## config.mk

```make
export PLATFORM = sky130hd
export DESIGN_NAME = board_access_arbiter
export DESIGN_NICKNAME = d
export VERILOG_FILES = /design/src/rtl/board_pkg.sv /design/src/rtl/rr_arbiter2.sv /design/src/rtl/board_access_arbiter.sv
export SDC_FILE = /design/constraint.sdc
export NUM_CORES = 1
export LEC_CHECK = 0
export CAP_MARGIN = 20
export CORE_MARGIN = 4
export CORE_UTILIZATION = 50
export CTS_CLUSTER_SIZE = 12
export DETAILED_ROUTE_END_ITERATION = 6
export PLACE_DENSITY = 0.86
export SYNTH_ARGS = -nofsm -noshare
export SYNTH_HDL_FRONTEND = slang
export SYNTH_SLANG_ARGS = --single-unit
```

## constraint.sdc

```tcl
create_clock -name clk -period 8.4 [get_ports clk]
set_input_delay 1.68 -clock clk [delete_from_list [all_inputs] [get_ports clk]]
set_output_delay 1.68 -clock clk [all_outputs]
set_load 0.005 [all_outputs]
```

## src/rtl/board_pkg.sv

```systemverilog
// Shared board geometry, cell encoding and address helper for the board RAM arbiter.
package board_pkg;
  localparam int ROWS         = 8;
  localparam int COLS         = 10;
  localparam int CELL_W       = 3;
  localparam int ADDR_W       = 7;
  localparam int STARVE_LIMIT = 16;
  localparam int ROW_W        = 3;
  localparam int COL_W        = 4;
  localparam int CNT_W        = 5;

  typedef enum logic [CELL_W-1:0] {
    EMPTY   = 3'd0,
    WALL    = 3'd1,
    DIAMOND = 3'd2,
    PLAYER  = 3'd3
  } cell_e;

  typedef enum logic {
    SEL_LOGIC = 1'b0,
    SEL_SPAWN = 1'b1
  } game_sel_e;

  function automatic logic [ADDR_W-1:0] cell_addr(input logic [ROW_W-1:0] row,
                                                  input logic [COL_W-1:0] col,
                                                  input int cols);
    return ADDR_W'(int'(row) * cols + int'(col));
  endfunction
endpackage

```

## src/rtl/rr_arbiter2.sv

```systemverilog
// Two-way round-robin arbiter with per-requester starvation counters.
// Grant is combinational; a starved requester wins even while i_hold is high.
module rr_arbiter2
  import board_pkg::*;
#(
  parameter int STARVE_LIMIT = board_pkg::STARVE_LIMIT
) (
  input  logic       clk,
  input  logic       reset,
  input  logic [1:0] i_req,
  input  logic       i_hold,
  output logic [1:0] o_gnt
);
  logic [CNT_W-1:0] r_cnt [2];
  game_sel_e        r_ptr;
  logic [1:0]       w_starved;

  function automatic logic [1:0] pick(input logic [1:0] cand, input game_sel_e fav);
    if (cand == 2'b11) return (fav == SEL_LOGIC) ? 2'b01 : 2'b10;
    return cand;
  endfunction

  always_comb begin
    for (int k = 0; k < 2; k++)
      w_starved[k] = i_req[k] && (r_cnt[k] == CNT_W'(STARVE_LIMIT));
  end

  // Starved requesters bypass the hold; the pointer still breaks a double starve.
  always_comb begin
    o_gnt = 2'b00;
    if (|w_starved)   o_gnt = pick(w_starved, r_ptr);
    else if (!i_hold) o_gnt = pick(i_req, r_ptr);
  end

  always_ff @(posedge clk) begin
    if (reset) begin
      r_cnt[0] <= '0;
      r_cnt[1] <= '0;
      r_ptr    <= SEL_LOGIC;
    end else begin
      for (int k = 0; k < 2; k++) begin
        if (!i_req[k] || o_gnt[k])                  r_cnt[k] <= '0;
        else if (r_cnt[k] != CNT_W'(STARVE_LIMIT))  r_cnt[k] <= r_cnt[k] + CNT_W'(1);
      end
      if (o_gnt[0])      r_ptr <= SEL_SPAWN;
      else if (o_gnt[1]) r_ptr <= SEL_LOGIC;
    end
  end
endmodule

```

## src/rtl/board_access_arbiter.sv

```systemverilog
// Single-port board RAM arbiter: VGA reads, game-logic reads/writes, spawner writes.
// One access per cycle, 1-cycle read latency, last-write forwarding, out-of-range trap.
module board_access_arbiter
  import board_pkg::*;
#(
  parameter int ROWS         = board_pkg::ROWS,
  parameter int COLS         = board_pkg::COLS,
  parameter int CELL_W       = board_pkg::CELL_W,
  parameter int STARVE_LIMIT = board_pkg::STARVE_LIMIT
) (
  input  logic              clk,
  input  logic              reset,
  input  logic              vga_req,
  input  logic [2:0]        vga_row,
  input  logic [3:0]        vga_col,
  output logic [CELL_W-1:0] vga_rdata,
  output logic              vga_valid,
  output logic              vga_miss,
  input  logic              logic_req,
  input  logic              logic_we,
  input  logic [2:0]        logic_row,
  input  logic [3:0]        logic_col,
  input  logic [CELL_W-1:0] logic_wdata,
  output logic              logic_gnt,
  output logic [CELL_W-1:0] logic_rdata,
  output logic              logic_rvalid,
  input  logic              spawn_req,
  input  logic [2:0]        spawn_row,
  input  logic [3:0]        spawn_col,
  input  logic [CELL_W-1:0] spawn_wdata,
  output logic              spawn_gnt,
  output logic              mem_en,
  output logic              mem_we,
  output logic [ADDR_W-1:0] mem_addr,
  output logic [CELL_W-1:0] mem_wdata,
  input  logic [CELL_W-1:0] mem_rdata,
  output logic              oob_err
);
  logic [1:0]        w_game_req, w_game_gnt;
  logic              w_vga_gnt, w_any, w_inr, w_we;
  logic [ROW_W-1:0]  w_row;
  logic [COL_W-1:0]  w_col;
  logic [CELL_W-1:0] w_wdata, w_rd_dat;
  logic [ADDR_W-1:0] w_addr;

  logic              r_vga_vld, r_lgc_vld, r_rd_oob, r_fwd_hit, r_wr_vld;
  logic [CELL_W-1:0] r_fwd_dat, r_wr_dat;
  logic [ADDR_W-1:0] r_wr_addr;

  // Nothing is issued while reset is high, so every output is quiet during reset.
  assign w_game_req = {spawn_req, logic_req} & {2{!reset}};

  rr_arbiter2 #(.STARVE_LIMIT(STARVE_LIMIT)) u_rr (
    .clk    (clk),
    .reset  (reset),
    .i_req  (w_game_req),
    .i_hold (vga_req),
    .o_gnt  (w_game_gnt)
  );

  assign w_vga_gnt = vga_req && !reset && !(|w_game_gnt);
  assign w_any     = w_vga_gnt || (|w_game_gnt);

  always_comb begin
    w_row   = vga_row;
    w_col   = vga_col;
    w_we    = 1'b0;
    w_wdata = '0;
    if (w_game_gnt[0]) begin
      w_row   = logic_row;
      w_col   = logic_col;
      w_we    = logic_we;
      w_wdata = logic_wdata;
    end else if (w_game_gnt[1]) begin
      w_row   = spawn_row;
      w_col   = spawn_col;
      w_we    = 1'b1;
      w_wdata = spawn_wdata;
    end
  end

  assign w_inr  = (int'(w_row) < ROWS) && (int'(w_col) < COLS);
  assign w_addr = cell_addr(w_row, w_col, COLS);

  assign logic_gnt = w_game_gnt[0];
  assign spawn_gnt = w_game_gnt[1];
  assign vga_miss  = vga_req && (|w_game_gnt);
  assign mem_en    = w_any && w_inr;
  assign mem_we    = mem_en && w_we;
  assign mem_addr  = w_any ? w_addr : '0;
  assign mem_wdata = mem_we ? w_wdata : '0;
  assign oob_err   = w_any && !w_inr;

  // The RAM may not yet hold last cycle's write, so a read of that cell takes the registered copy.
  always_ff @(posedge clk) begin
    if (reset) begin
      r_vga_vld <= 1'b0;
      r_lgc_vld <= 1'b0;
      r_rd_oob  <= 1'b0;
      r_fwd_hit <= 1'b0;
      r_fwd_dat <= '0;
      r_wr_vld  <= 1'b0;
      r_wr_addr <= '0;
      r_wr_dat  <= '0;
    end else begin
      r_vga_vld <= w_vga_gnt;
      r_lgc_vld <= w_game_gnt[0] && !logic_we;
      r_wr_vld  <= mem_we;
      r_wr_addr <= w_addr;
      r_wr_dat  <= w_wdata;
      if (w_any && !w_we) begin
        r_rd_oob  <= !w_inr;
        r_fwd_hit <= r_wr_vld && (r_wr_addr == w_addr);
        r_fwd_dat <= r_wr_dat;
      end
    end
  end

  assign w_rd_dat     = r_rd_oob ? '0 : (r_fwd_hit ? r_fwd_dat : mem_rdata);
  assign vga_valid    = r_vga_vld;
  assign vga_rdata    = r_vga_vld ? w_rd_dat : '0;
  assign logic_rvalid = r_lgc_vld;
  assign logic_rdata  = r_lgc_vld ? w_rd_dat : '0;
endmodule

```

After elaboration in Yosys (flattened, before gate mapping) --
Memories as Yosys holds them, arrays and structs flattened. Index checks and enable logic that the tools add are counted.
Word-level totals: bits in registers 19, bits in latches 0, bits in writable memories 10, memory bits (read-only) 0, bits of input ports 36, output and inout bits 24, word-level logic and storage cells 99, memories kept 1
Operators by class: $add $sub $neg 3, multipliers 1, div/mod/pow operators 0, order comparisons 1, eq/ne operators 7, shift-type cells 0, muxes and demuxes 48, bitwise operators 5, reduce and logical (&&, ||, !) cells 24
Memories:
- u_rr.r_cnt | words 2, bits a word 5, rd ports 2, clocked after Yosys merged registers in 0, write ports 2, RTL line rr_arbiter2.sv:14 | logic [CNT_W-1:0] r_cnt [2];
Operator list (number):
- $mux W3 | 9
- $mux W1 | 25
- $mux W5 | 4
- $mux W2 | 7
- $logic_and A1 B1 Y1 | 11
- $add A5 B1 Y5 const B | 2
- $eq A5 B5 Y1 const B | 2
- $ne A5 B5 Y1 const B | 2
- $mux W4 | 2
- $add A7 B4 Y7 | 1
- $eq A7 B7 Y1 | 1
- $logic_not A1 Y1 | 7
- $mux W7 | 1
- $mul A3 B3 Y6 const B | 1
- $eq A2 B2 Y1 const B | 2
- $lt A4 B4 Y1 const B | 1
- $or A1 B1 Y1 | 4
- $reduce_or A2 Y1 | 2
- $logic_or A1 B1 Y1 | 3
- $and A2 B2 Y2 | 1
- $reduce_bool A2 Y1 | 1

Depth between registers and ports, before layout --
word-level depth 16, depth in mapped cells 18, mapped depth without buffers 17

Hierarchy --
Synthesis repeated with hierarchy kept, for this count alone.
Second synthesis, totals: cell total of the unflattened synthesis 206, area total of the unflattened synthesis 1885.6 um2
By module, submodules not included:
- board_access_arbiter | times used 1, cells each 143, area each 1191.1 um2, sequential area each 360.3 um2
- rr_arbiter2 | times used 1, cells each 63, area each 694.4 um2, sequential area each 320.3 um2

Least setup slack after synthesis --
Ideal clock, no wire load.
path type in2out, start input port reset, end output port mem_addr[5], arrival time 4388 ps, required time 6720 ps, path slack 2332 ps, stages on the path 14, path buffers 2, cell sequence clkbuf_2 > and2b_4 > a22oi_2 > o221ai_4 > inv_4 > clkbuf_1 > a221oi_1 > nor2_1 > ha_1 > ha_1 > inv_1 > o41ai_4 > xnor2_1 > nor2_1
On the way: longest elaborated chain between the ends 14, elaborated cells between the ends (all ways) 28, those cells by class add/sub (1); mul (1); eq/ne (2); mux (14); bitwise (1); reduce/logical (9)
RTL lines:
- start, declared | RTL line board_access_arbiter.sv:12 | input logic reset,
- $logic_not A1 Y1 (*) | RTL line board_access_arbiter.sv:51 | assign w_game_req = {spawn_req, logic_req} & {2{!reset}};
- $and A2 B2 Y2 (*) | RTL line board_access_arbiter.sv:51
- $eq A2 B2 Y1 | RTL line rr_arbiter2.sv:19 | if (cand == 2'b11) return (fav == SEL_LOGIC) ? 2'b01 : 2'b10;
- $mux W1 | RTL line rr_arbiter2.sv:19
- $mux W1 | RTL line rr_arbiter2.sv:32 | else if (!i_hold) o_gnt = pick(i_req, r_ptr);
- $mux W1 | RTL line rr_arbiter2.sv:31 | if (|w_starved) o_gnt = pick(w_starved, r_ptr);
- $mux W2 | RTL line rr_arbiter2.sv:20 | return cand;
- $mux W2 | RTL line rr_arbiter2.sv:32
- $mux W2 (*) | RTL line rr_arbiter2.sv:31
- via logic_gnt | RTL line board_access_arbiter.sv:24 | output logic logic_gnt,
- branches (longest 4 deep; another with $add A7 B4 Y7)
- $mux W7 (*) | RTL line board_access_arbiter.sv:90 | assign mem_addr = w_any ? w_addr : '0;
- end, declared | RTL line board_access_arbiter.sv:34 | output logic [ADDR_W-1:0] mem_addr,
Mark *: on every way through the listed nets, which the timed path passes. The select of a mux whose other input is x is not followed.

Worst setup path in the final report --
start input port reset, end output port mem_addr[5]
On the way: longest elaborated chain between the ends 14, elaborated cells between the ends (all ways) 28, those cells by class add/sub (1); mul (1); eq/ne (2); mux (14); bitwise (1); reduce/logical (9)
RTL lines (RTL line):
- $logic_not A1 Y1 (*) | board_access_arbiter.sv:51, board_access_arbiter.sv:61
- $and A2 B2 Y2 | board_access_arbiter.sv:51
- $eq A2 B2 Y1 | rr_arbiter2.sv:19
- $mux W1 | rr_arbiter2.sv:19
- $mux W1 | rr_arbiter2.sv:32
- $mux W1 | rr_arbiter2.sv:31
- $mux W2 | rr_arbiter2.sv:20
- $mux W2 | rr_arbiter2.sv:32
- $mux W2 | rr_arbiter2.sv:31
- $mux W3 / $reduce_or A2 Y1 (equally long branches) | board_access_arbiter.sv:74, board_access_arbiter.sv:61, board_access_arbiter.sv:62
- $mux W3 / $logic_not A1 Y1 (equally long branches) | board_access_arbiter.sv:69, board_access_arbiter.sv:61
- $mul A3 B3 Y6 / $logic_and A1 B1 Y1 (equally long branches) | board_pkg.sv:27, board_access_arbiter.sv:61
- $add A7 B4 Y7 / $logic_or A1 B1 Y1 (equally long branches) | board_pkg.sv:27, board_access_arbiter.sv:62
- $mux W7 (*) | board_access_arbiter.sv:90
Every way passes the cells marked *; elsewhere a longest branch is shown, timed or not. The select of a mux whose other input is x is not followed.

==> metrics.cfg <==
[status]
status = complete, no violations

[die]
fp.dieW_um = 69.1
fp-row-count = 21
coreArea_um2 = 3470
ios = 60
dieArea_um2 = 4770
die_h_um = 69.1
start_util_pct = 53.8

[sta]
setup_viol = 0
rsz0062_at_grt = false
worst_pin_slew_ns = 0.581
slew_viol_final = 0
fmax_ghz = 0.141
hold_viol_final = 0
finClkSkew_ns = 0.00642
timing.setup.tns_ns = 0
final.min_clock_period_ns = 7.07
slew_headroom_pct = 61.2
holdWs_ns = 0.467
fin_crit_sh_pct = 84.2

[routing]
wl_per_cell_um = 14.0
drt_iter0_markers = 60
drt-total-wl_um = 4350
vias = 1642
drc = 0
postRouteAntennaNets = 0
first_pass_iters = 4
vias_per_cell = 5.30

[global_route]
grt_pass1_vias = 1553
track_usage_pct = 18.1
overflow = 0
grt_max_degree = 18
grt_pass1_wl_um = 7090
antenna_found_initial = 0

[worst_setup_path]
cp.arrival_ns = 5.39
cp-startpoint = reset
worst_path_max_delay_cell = clkdlybuf4s50_1
cpLargestDelayFamily = buffers and inverters
cp-start-kind = input port
cp_max_fo = 17
slowest_delay_ns = 0.50
rr_startpoint = u_rr.r_cnt[0][0]
crit_type = input port to output port
crit_path_end_kind = output port
crit_chain = clkdlybuf4s50_1 -> buf_4 -> and2b_4 -> a22oi_2 -> o221ai_4 -> inv_4 -> a221oi_1 -> nor2_1 -> ha_1 -> ha_1 -> inv_1 -> o41ai_4 -> xnor2_1 -> nor2_1 -> clkdlybuf4s50_1
required_ns = 6.72
cp_num_buf_inv = 5

[synthesis]
syn_inst = 201
synth.top_cell.area_share_pct = 20.4
synth_top_area_cell = dfxtp_1
synth.avg_cell_area_um2 = 9.28
ys_warn_count = 0
synth_ff_type = dfxtp_1
ys_top_cells_by_count = nor2_1, dfxtp_1, inv_1
synth_seq_area_share_pct = 36.5
ys_ff_latch = 29
synth_area_um2 = 1870
synthTopCellsByArea = dfxtp_1, edfxtp_1, nor2_1
synth_cell_types = 51
synth_fp_nets = 248
synthArstFlopShare_pct = 0
synth_most_common_cell = nor2_1
synth_edf_count = 10

[pwr]
p_leak_uw = 0.00102
switchingPower_uw = 111
fin_total_pwr_uw = 384
ir_worst_vdd_v = 0.0000724
power_density_nw_per_um2 = 149
seqPwrFrac_pct = 40.9
p_int_uw = 273
combPwrFrac_pct = 30.1
swShare_pct = 29.0
p_clk_share_pct = 29.1

[placement]
place_area_um2 = 2500
dpl.hpwl_um = 3360
io_buffers = 59
gp_congestion = 0.896

[cts]
clk_latency_ns = 0.28
cts_tree = yes
postCtsResizedCells = 0
numCtsBuffers = 5
cts-root-buf = clkbuf_8
cts.htree.levels = 2
clk_pin_slew_worst_paths_ns = 0.06
cts.sinks = 29
cts_setup_buffers = 0
holdBufCountCts = 0
clock_path_buffers = 2

[min_path]
hold_start = r_wr_dat[2]
hold_class = flop to flop

[finish]
area_growth_pct = 38.8
finalInstanceArea_um2 = 2590
drive_gt1_share_pct = 9.85
final_nets = 310
antenna_cells = 0
utilization_pct = 74.6

[flow_run]
maxCapViolations = 0

==> final timing paths <==
kind                            slack (ns)  cells after the start            to
worst max-delay path                  1.33                     15   mem_addr[5]
worst min-delay path                  0.47                      2  r_fwd_dat[2]
worst min register to register        0.47                      2  r_fwd_dat[2]
worst max register to register        4.59                     16     r_fwd_hit
==> worst reg2reg max path, cell delays in order (launching register included) <==
cell and delay (ns):
edfxtp_1 0.43, inv_1 0.08, ha_1 0.16, and4bb_2 0.32, a22oi_1 0.11, o221a_2 0.38
o221ai_2 0.26, and2_1 0.27, inv_1 0.11, ha_1 0.30, a21o_1 0.18, a21oi_1 0.20
nor2_1 0.09, xnor2_1 0.32, xor2_1 0.19, nand4_1 0.12, o41ai_2 0.20
==> layout by cell type, fill, tap and decap left out, drive strengths merged, types with 2 or more instances in the layout <==
master,n
a211oi,2
a21oi,7
a22o,3
a22oi,3
and2,6
and2b,2
and3,2
and4bb,2
buf,2
clkbuf,5
clkdlybuf4s50,59
clkinv,2
dfxtp,19
edfxtp,10
ha,10
inv,15
mux2i,7
nand2,11
nand2b,2
nand3,5
nand4bb,2
nor2,42
nor2b,4
o21ai,5
o221ai,2
o22ai,3
o41ai,2
xnor2,9
xor2,8
==> power by group through the flow <==
stage          Clock [µW]  Combinational, µW  Sequential [µW]
2_1_floorplan           0               69.8              160
3_3_place_gp            0                114              160
3_5_place_dp            0                115              160
4_1_cts               113                116              157
5_1_grt               118                127              158
6_report              112                116              157
==> layer usage <==
layer / global-route usage, % / wire [µm]
met2: 29.9 / 2080
met5: 0 / 0
met4: 7.38 / 57
met3: 4.07 / 316
met1: 22.7 / 1900
==> cell families (layout without fill, tap and decap cells) <==
kind of cell	count (synthesis)	count (layout)	share of synthesized area [%]
flip-flops	29	29	36.5
adder cells (fa/ha/maj)	11	11	7.78
multiplexers	7	7	3.76
AO/OA/AOI/OAI	33	33	15.8
AND/OR/NAND/NOR	83	83	22.7
buffers and inverters	20	83	4.29
XOR/XNOR	18	18	9.19
==> metrics by stage <==
stage	cells	setup slack (ns)
6_report	310	1.33
5_1_grt	310	1.06
4_1_cts	310	1.31
3_5_place_dp	302	1.33
3_3_place_gp	302	1.42
2_1_floorplan	201	2.33
==> area by class of cell <==
cell class	count	area, µm²
Tap cell	46	57.6
Timing Repair Buffer	61	606
Inverter	14	55.1
Sequential cell	29	681
Clock inverter	3	16.3
Multi-Input combinational cell	152	1100
Clock buffer	5	68.8
Fill cell	273	880
==> state kept, by name (all words and copies together), names as in the netlist <==
name and count:
logic_rvalid 1, r_fwd_dat 3, r_fwd_hit 1, r_rd_oob 1
r_wr_addr 7, r_wr_dat 3, r_wr_vld 1, u_rr.r_cnt 10
u_rr.r_ptr 1, vga_valid 1
Note: power is estimated with default switching activity, not from simulation.
